<file path="src/rtl/demux_pkg.sv">
// -----------------------------------------------------------------------------
// demux_pkg
// Shared types and sizing for the 1:8 serial-to-parallel capture block.
// -----------------------------------------------------------------------------
package demux_pkg;

    // Number of frame slots and the select width that addresses them.
    localparam int N     = 8;
    localparam int SEL_W = 3;

    // Capture state: gathering slots, or holding a complete frame.
    typedef enum logic [0:0] {
        ST_FILL = 1'b0,
        ST_DONE = 1'b1
    } state_e;

    // Assembled frame and the per-slot written mask.
    typedef logic [N-1:0] frame_t;
    typedef logic [N-1:0] mask_t;

    // A frame is complete once every slot has been written at least once.
    function automatic logic mask_full(input mask_t m);
        return &m;
    endfunction

endpackage : demux_pkg

</file>
<file path="src/rtl/demux_1to8_capture_if.sv">
// -----------------------------------------------------------------------------
// demux_1to8_capture_if
// Bundles the serial input handshake, flush, and the frame output handshake.
// master: the environment (producer of bits, consumer of frames).
// slave : the capture block itself.
// -----------------------------------------------------------------------------
interface demux_1to8_capture_if;
    import demux_pkg::*;

    logic             in_valid;
    logic             in_ready;
    logic             din;
    logic [SEL_W-1:0] sel;
    logic             flush;
    logic             out_valid;
    logic             out_ready;
    frame_t           out_data;
    mask_t            fill_mask;
    logic             dup_err;

    modport master (
        output in_valid,
        output din,
        output sel,
        output flush,
        output out_ready,
        input  in_ready,
        input  out_valid,
        input  out_data,
        input  fill_mask,
        input  dup_err
    );

    modport slave (
        input  in_valid,
        input  din,
        input  sel,
        input  flush,
        input  out_ready,
        output in_ready,
        output out_valid,
        output out_data,
        output fill_mask,
        output dup_err
    );

endinterface : demux_1to8_capture_if

</file>
<file path="src/rtl/demux_slot_decode.sv">
// -----------------------------------------------------------------------------
// demux_slot_decode
// SEL_W-to-N one-hot decoder with enable. The single one-hot result serves as
// both the data write strobe and the fill-mask set vector, so the two can
// never disagree about which slot a transfer targets.
// -----------------------------------------------------------------------------
module demux_slot_decode
    import demux_pkg::*;
(
    input  logic             en_i,
    input  logic [SEL_W-1:0] sel_i,
    output mask_t            onehot_o
);

    // Raise exactly one strobe bit for an enabled transfer, none otherwise.
    always_comb begin
        onehot_o = {N{1'b0}};
        if (en_i) begin
            onehot_o[sel_i] = 1'b1;
        end else begin
            onehot_o = {N{1'b0}};
        end
    end

endmodule : demux_slot_decode

</file>
<file path="src/rtl/demux_1to8_capture.sv">
// -----------------------------------------------------------------------------
// demux_1to8_capture
// Rebuilds an 8-bit word from serial bits, each tagged with its slot index.
// Slots may arrive in any order; once every slot has been written the frame is
// held on a valid/ready output until the consumer takes it.
//
// Build option:
//   DEMUX_DUP_ERR_EN - when defined, dup_err pulses for one cycle after an
//                      accepted write to a slot that was already filled.
//                      When undefined dup_err is tied low and no detection
//                      logic exists.
//
// Priority of controls: rst > flush (FILL only) > output handshake > write.
// -----------------------------------------------------------------------------
module demux_1to8_capture
    import demux_pkg::*;
(
    input  logic                 clk,
    input  logic                 rst,
    demux_1to8_capture_if.slave  bus
);

    state_e state_q, state_d;
    frame_t out_data_q, out_data_d;
    mask_t  fill_mask_q, fill_mask_d;

    logic   in_ready_s;
    logic   accept_s;
    logic   write_s;
    mask_t  strobe_s;
    mask_t  mask_set_s;

    // in_ready comes straight from the state flop, gated by reset so that it
    // is low for the whole time rst is high and high on the first cycle after.
    always_comb begin
        in_ready_s = 1'b0;
        if (rst) begin
            in_ready_s = 1'b0;
        end else if (state_q == ST_FILL) begin
            in_ready_s = 1'b1;
        end else begin
            in_ready_s = 1'b0;
        end
    end

    // A flush in FILL wins over a simultaneous input, so such a write is
    // dropped before it can reach the slot strobes.
    always_comb begin
        accept_s = bus.in_valid & in_ready_s;
        write_s  = 1'b0;
        if (accept_s && !bus.flush) begin
            write_s = 1'b1;
        end else begin
            write_s = 1'b0;
        end
    end

    demux_slot_decode u_slot_decode (
        .en_i     (write_s),
        .sel_i    (bus.sel),
        .onehot_o (strobe_s)
    );

    // Mask as it will look once this cycle's write lands.
    always_comb begin
        mask_set_s = fill_mask_q | strobe_s;
    end

    // Next-state, frame and mask update for the FILL/DONE controller.
    always_comb begin
        state_d     = state_q;
        out_data_d  = out_data_q;
        fill_mask_d = fill_mask_q;
        case (state_q)
            ST_FILL: begin
                if (bus.flush) begin
                    out_data_d  = {N{1'b0}};
                    fill_mask_d = {N{1'b0}};
                    state_d     = ST_FILL;
                end else if (write_s) begin
                    // Overwrite only the strobed slot; a repeat write just
                    // replaces the bit and leaves the mask where it was.
                    out_data_d  = (out_data_q & ~strobe_s) | (strobe_s & {N{bus.din}});
                    fill_mask_d = mask_set_s;
                    if (mask_full(mask_set_s)) begin
                        state_d = ST_DONE;
                    end else begin
                        state_d = ST_FILL;
                    end
                end else begin
                    state_d = ST_FILL;
                end
            end
            ST_DONE: begin
                // Input and flush are ignored; only the consumer can release
                // a complete frame.
                if (bus.out_ready) begin
                    out_data_d  = {N{1'b0}};
                    fill_mask_d = {N{1'b0}};
                    state_d     = ST_FILL;
                end else begin
                    state_d = ST_DONE;
                end
            end
            default: begin
                out_data_d  = {N{1'b0}};
                fill_mask_d = {N{1'b0}};
                state_d     = ST_FILL;
            end
        endcase
    end

    // State, frame and mask registers with synchronous active-high reset.
    always_ff @(posedge clk) begin
        if (rst) begin
            state_q     <= ST_FILL;
            out_data_q  <= {N{1'b0}};
            fill_mask_q <= {N{1'b0}};
        end else begin
            state_q     <= state_d;
            out_data_q  <= out_data_d;
            fill_mask_q <= fill_mask_d;
        end
    end

`ifdef DEMUX_DUP_ERR_EN
    logic dup_err_q, dup_err_d;

    // A duplicate is an accepted (not flushed) write to an already-filled slot.
    always_comb begin
        dup_err_d = 1'b0;
        if (write_s && (|(fill_mask_q & strobe_s))) begin
            dup_err_d = 1'b1;
        end else begin
            dup_err_d = 1'b0;
        end
    end

    // One-cycle duplicate pulse register.
    always_ff @(posedge clk) begin
        if (rst) begin
            dup_err_q <= 1'b0;
        end else begin
            dup_err_q <= dup_err_d;
        end
    end

    assign bus.dup_err = dup_err_q;
`else
    assign bus.dup_err = 1'b0;
`endif

    assign bus.in_ready  = in_ready_s;
    assign bus.out_valid = (state_q == ST_DONE);
    assign bus.out_data  = out_data_q;
    assign bus.fill_mask = fill_mask_q;

endmodule : demux_1to8_capture

</file>
<file path="src/flat_wrapper.sv">
// flat-port wrapper written by rule: the top's interface ports become plain ports
module demux_1to8_capture_flat import demux_pkg::*;
  (clk, rst, bus_in_valid, bus_din, bus_sel, bus_flush, bus_out_ready, bus_in_ready, bus_out_valid, bus_out_data, bus_fill_mask, bus_dup_err);
  demux_1to8_capture_if bus_i ();
  input  logic clk;
  input  logic rst;
  input wire logic [$bits(bus_i.in_valid)-1:0] bus_in_valid;
  input wire logic [$bits(bus_i.din)-1:0] bus_din;
  input wire logic [$bits(bus_i.sel)-1:0] bus_sel;
  input wire logic [$bits(bus_i.flush)-1:0] bus_flush;
  input wire logic [$bits(bus_i.out_ready)-1:0] bus_out_ready;
  output wire logic [$bits(bus_i.in_ready)-1:0] bus_in_ready;
  output wire logic [$bits(bus_i.out_valid)-1:0] bus_out_valid;
  output wire logic [$bits(bus_i.out_data)-1:0] bus_out_data;
  output wire logic [$bits(bus_i.fill_mask)-1:0] bus_fill_mask;
  output wire logic [$bits(bus_i.dup_err)-1:0] bus_dup_err;
  assign bus_i.in_valid = bus_in_valid;
  assign bus_i.din = bus_din;
  assign bus_i.sel = bus_sel;
  assign bus_i.flush = bus_flush;
  assign bus_i.out_ready = bus_out_ready;
  assign bus_in_ready = bus_i.in_ready;
  assign bus_out_valid = bus_i.out_valid;
  assign bus_out_data = bus_i.out_data;
  assign bus_fill_mask = bus_i.fill_mask;
  assign bus_dup_err = bus_i.dup_err;
  demux_1to8_capture u_core (.clk(clk), .rst(rst), .bus(bus_i));
endmodule
</file>
<file path="config.mk">
export PLATFORM = sky130hd
export DESIGN_NAME = demux_1to8_capture_flat
export DESIGN_NICKNAME = d
export VERILOG_FILES = /design/src/rtl/demux_pkg.sv /design/src/rtl/demux_1to8_capture_if.sv /design/src/rtl/demux_slot_decode.sv /design/src/rtl/demux_1to8_capture.sv /design/src/flat_wrapper.sv
export SDC_FILE = /design/constraint.sdc
export NUM_CORES = 1
export LEC_CHECK = 0
export ABC_CLOCK_PERIOD_IN_PS = 3400
export CAP_MARGIN = 20
export CORE_MARGIN = 1
export CORE_UTILIZATION = 43
export CTS_BUF_LIST = sky130_fd_sc_hd__clkbuf_4 sky130_fd_sc_hd__clkbuf_8
export DETAILED_ROUTE_END_ITERATION = 8
export PLACE_DENSITY = 0.8
export RECOVER_POWER = 100
export SLEW_MARGIN = 20
export SYNTH_ARGS = -nofsm -noshare
export SYNTH_HDL_FRONTEND = slang
export SYNTH_SLANG_ARGS = --single-unit
</file>
<file path="constraint.sdc">
create_clock -name clk -period 3.4 [get_ports clk]
set_clock_uncertainty 0.15 [all_clocks]
set_input_delay 0.51 -clock clk [delete_from_list [all_inputs] [get_ports clk]]
set_output_delay 0.51 -clock clk [all_outputs]
set_load 0.02 [all_outputs]
</file>
==> flow_summary.yaml <==
detailed_routing:
  route.vias.total: 753
  routed_via_density: 5.19
  detailedRoute.firstPassIterationCount: 4
  drt_wl_total_um: 1790
  drc: 0
  avgRoutedWirePerCell_um: 12.4
  antenna_violating_nets_post_route: 0
  drc_violation_total_after_the_first_tritonroute_iteration: 12
global_routing:
  globalRouteMet3Util_pct: 2.80
  antenna_violations_before_repair: 0
  grt_pass1_vias: 627
  grt_first_pass_wirelength_um: 2710
  gr-usage-met1_pct: 24.8
  grt.busiest_layer: "met2"
  grt-ovfl-total: 0
  groute.layer.met2.usage_pct: 29.7
  grt_start_max_net_pins: 17
  grt_usage_pct: 18.2
hold_path:
  hold_path_startpoint: "u_core.bus.out_data[3]"
  timing.hold.worst.class: "flop to flop"
timing:
  final-max-slew-violation-count: 0
  period_needed_ns: 2.67
  setup_total_negative_slack_ns: 0
  rsz0062_at_grt: "no"
  timing.fmax_mhz: 374
  finalHoldViolCount: 0
  pin_slew_with_the_least_headroom_to_its_limit_ns: 0.574
  slew_headroom_pct: 61.6
  holdWs_ns: 0.307
  final_setup_fails: 0
  post-route-period-util_pct: 78.6
final_layout:
  finish.net_count: 130
  layout.cells.most_common_list: "sky130_fd_sc_hd__dlygate4sd3_1, sky130_fd_sc_hd__dfxtp_1, sky130_fd_sc_hd__nor2_1"
  layout.cells.most_common: "sky130_fd_sc_hd__dlygate4sd3_1"
  syn_to_final_growth_pct: 34.2
  insertedDiodeCount: 0
  drive_gt1_share_pct: 5.83
synthesis:
  synthesis.yosys.warnings: 0
  synth_top_family_by_area: "simple AND/OR/NAND/NOR gates"
  synth_xor_area_share_pct: 0
  synth_top_cells_by_area: "sky130_fd_sc_hd__dfxtp_1, sky130_fd_sc_hd__a21oi_1, sky130_fd_sc_hd__nor2_1, sky130_fd_sc_hd__nand2_1, sky130_fd_sc_hd__nand3_1"
  synthesis.instances: 95
  yosysTopAreaCell: "sky130_fd_sc_hd__dfxtp_1"
  post_synth_mux_area_share_pct: 3.82
  synth_simple_gate_area_share_pct: 33.1
  post_syn_nets: 104
  netlist_area_um2: 786
  synth.top_cell.area_share_pct: 43.3
  post_synthesis_compound_gate_area_fraction_pct: 14.8
  synth_sequential_area_ratio_pct: 43.3
  yosys_register_bits: 17
  synth.distinct_cells: 30
  synth_area_per_cell_um2: 8.27
  synth-adder-area-share_pct: 0
clock_tree:
  postCtsResizedCells: 0
  number_of_h_tree_levels: 1
  cts.root.buffer_cell: "sky130_fd_sc_hd__clkbuf_4"
  clk-insertion-delay-late_ns: 0.29
  clk_path_buf_depth: 2
  clkSinkCount: 17
  path_clk_slew_ns: 0.11
  cts_hold_buf: 0
  postCtsSetupBuffers: 0
  tritoncts.num_buffers: 3
  cts_tree: "yes"
die:
  initial_utilization_pct: 45.5
  placementRows: 15
  fp.dieW_um: 44.7
  die_height_um: 44.7
  fp.coreArea_mm2: 0.00173
  fp.dieArea_mm2: 0.00200
  io_pins: 28
placed_design:
  dpl.hpwl_um: 1270
  port_buffers: 26
  final_weighted_congestion_of_routability_driven_global_placement: 0.776
pwr:
  power_density_mw_per_mm2: 327
  p_leak_nw: 0.396
  peakVddDrop_mv: 0.274
setup_path:
  setup.worst_path.start: "rst"
  worst_setup_path_start_kind: "input port"
  critPathBufInv: 1
  worst-endpoint-arrival_ns: 2.70
  criticalPathCategory: "input port to flop"
  timing.rr.start: "u_core.bus.out_valid"
  cp-end-kind: "flop"
  crit_chain: "dlygate4sd3_1, nor4b_1, and2_0, and3_1, mux2i_1, nor2_1"
  critPathMaxStageDelay_ns: 0.60
  crit_family: "simple AND/OR/NAND/NOR gates"
  worstPathRequired_ns: 3.42
  critical_path.max_fanout: 11
  slowest_stage: "sky130_fd_sc_hd__dlygate4sd3_1"
job:
  cap_violations: 0
status:
  outcome: "finished clean"
==> worst min-delay path, cell delays in order (launching register included) <==
cell and delay [ns]:
sky130_fd_sc_hd__dfxtp_1 0.32, sky130_fd_sc_hd__nand2_1 0.05, sky130_fd_sc_hd__a21oi_1 0.05
==> Yosys cell counts (all sizes together) <==
master / count
or2: 1
nand2b: 1
or4b: 1
a221oi: 1
and2: 1
nor2: 14
a21oi: 11
clkbuf: 2
inv: 2
nor4b: 1
a211o: 1
a311o: 1
o21ai: 3
nand4: 3
nor3b: 1
buf: 3
nand2: 12
nor2b: 4
mux2i: 3
and4b: 1
dfxtp: 17
and3: 1
nand3: 7
conb: 1
a21o: 1
a31oi: 1
==> stage by stage <==
step	util, %	instances	area [um^2]	setup WS (ns)	power [mW]
CTS	62.4	145	1080	0.926	0.348
detailed placement	60.8	141	1050	0.627	0.242
global route	61.1	145	1050	0.603	0.357
finish	61.1	145	1050	0.726	0.345
global placement	60.8	141	1050	0.717	0.242
floorplan	-	95	786	1.43	0.224
==> cells by family (layout without fill, tap and decap cells) <==
group                  Yosys count  after routing
muxes                            3              3
AOI/OAI and AO/OA               19             19
buffers and inverters            7             32
other                            1              1
DFF                             17             17
and+or+nand+nor                 48             48
==> sequential cells by signal (all words and copies together), names as in the netlist <==
name                  flops
u_core.bus.out_valid      1
u_core.bus.fill_mask      8
u_core.bus.out_data       8
==> layout make-up <==
class / count / area, um^2
fillers: 170 / 672
multi-input cells: 71 / 388
flip-flops and latches: 17 / 340
repair buffers: 26 / 260
well taps: 25 / 31.3
clock buffers: 3 / 22.5
inverters: 2 / 7.51
clock inverters: 1 / 5.00
==> path summary, 6_finish.rpt <==
| check | cells past startpoint | endpoint | slack (ns) |
|---|---|---|---|
| setup / recovery | 6 | u_core.bus.out_data[7] | 0.73 |
| hold reg to reg | 2 | u_core.bus.out_data[3] | 0.31 |
| hold / removal | 2 | u_core.bus.out_data[3] | 0.31 |
| setup reg to reg | 5 | u_core.bus.out_data[7] | 1.24 |
==> power breakdown <==
group / internal (mW) / switching [mW] / leakage, nW / total (mW)
clock: 0.0436 / 0.0661 / 0.0177 / 0.110
combinational: 0.0144 / 0.0202 / 0.241 / 0.0345
sequential: 0.200 / 0.000639 / 0.137 / 0.200
total: 0.258 / 0.0869 / 0.396 / 0.345
==> per-layer routing <==
layer	part of all wire, %	up-vias
li1	-	378
met1	50	354
met2	44	19
met3	5.1	2
met4	0.84	0
met5	0	-
No activity file was read; power rests on OpenSTA's default activity.
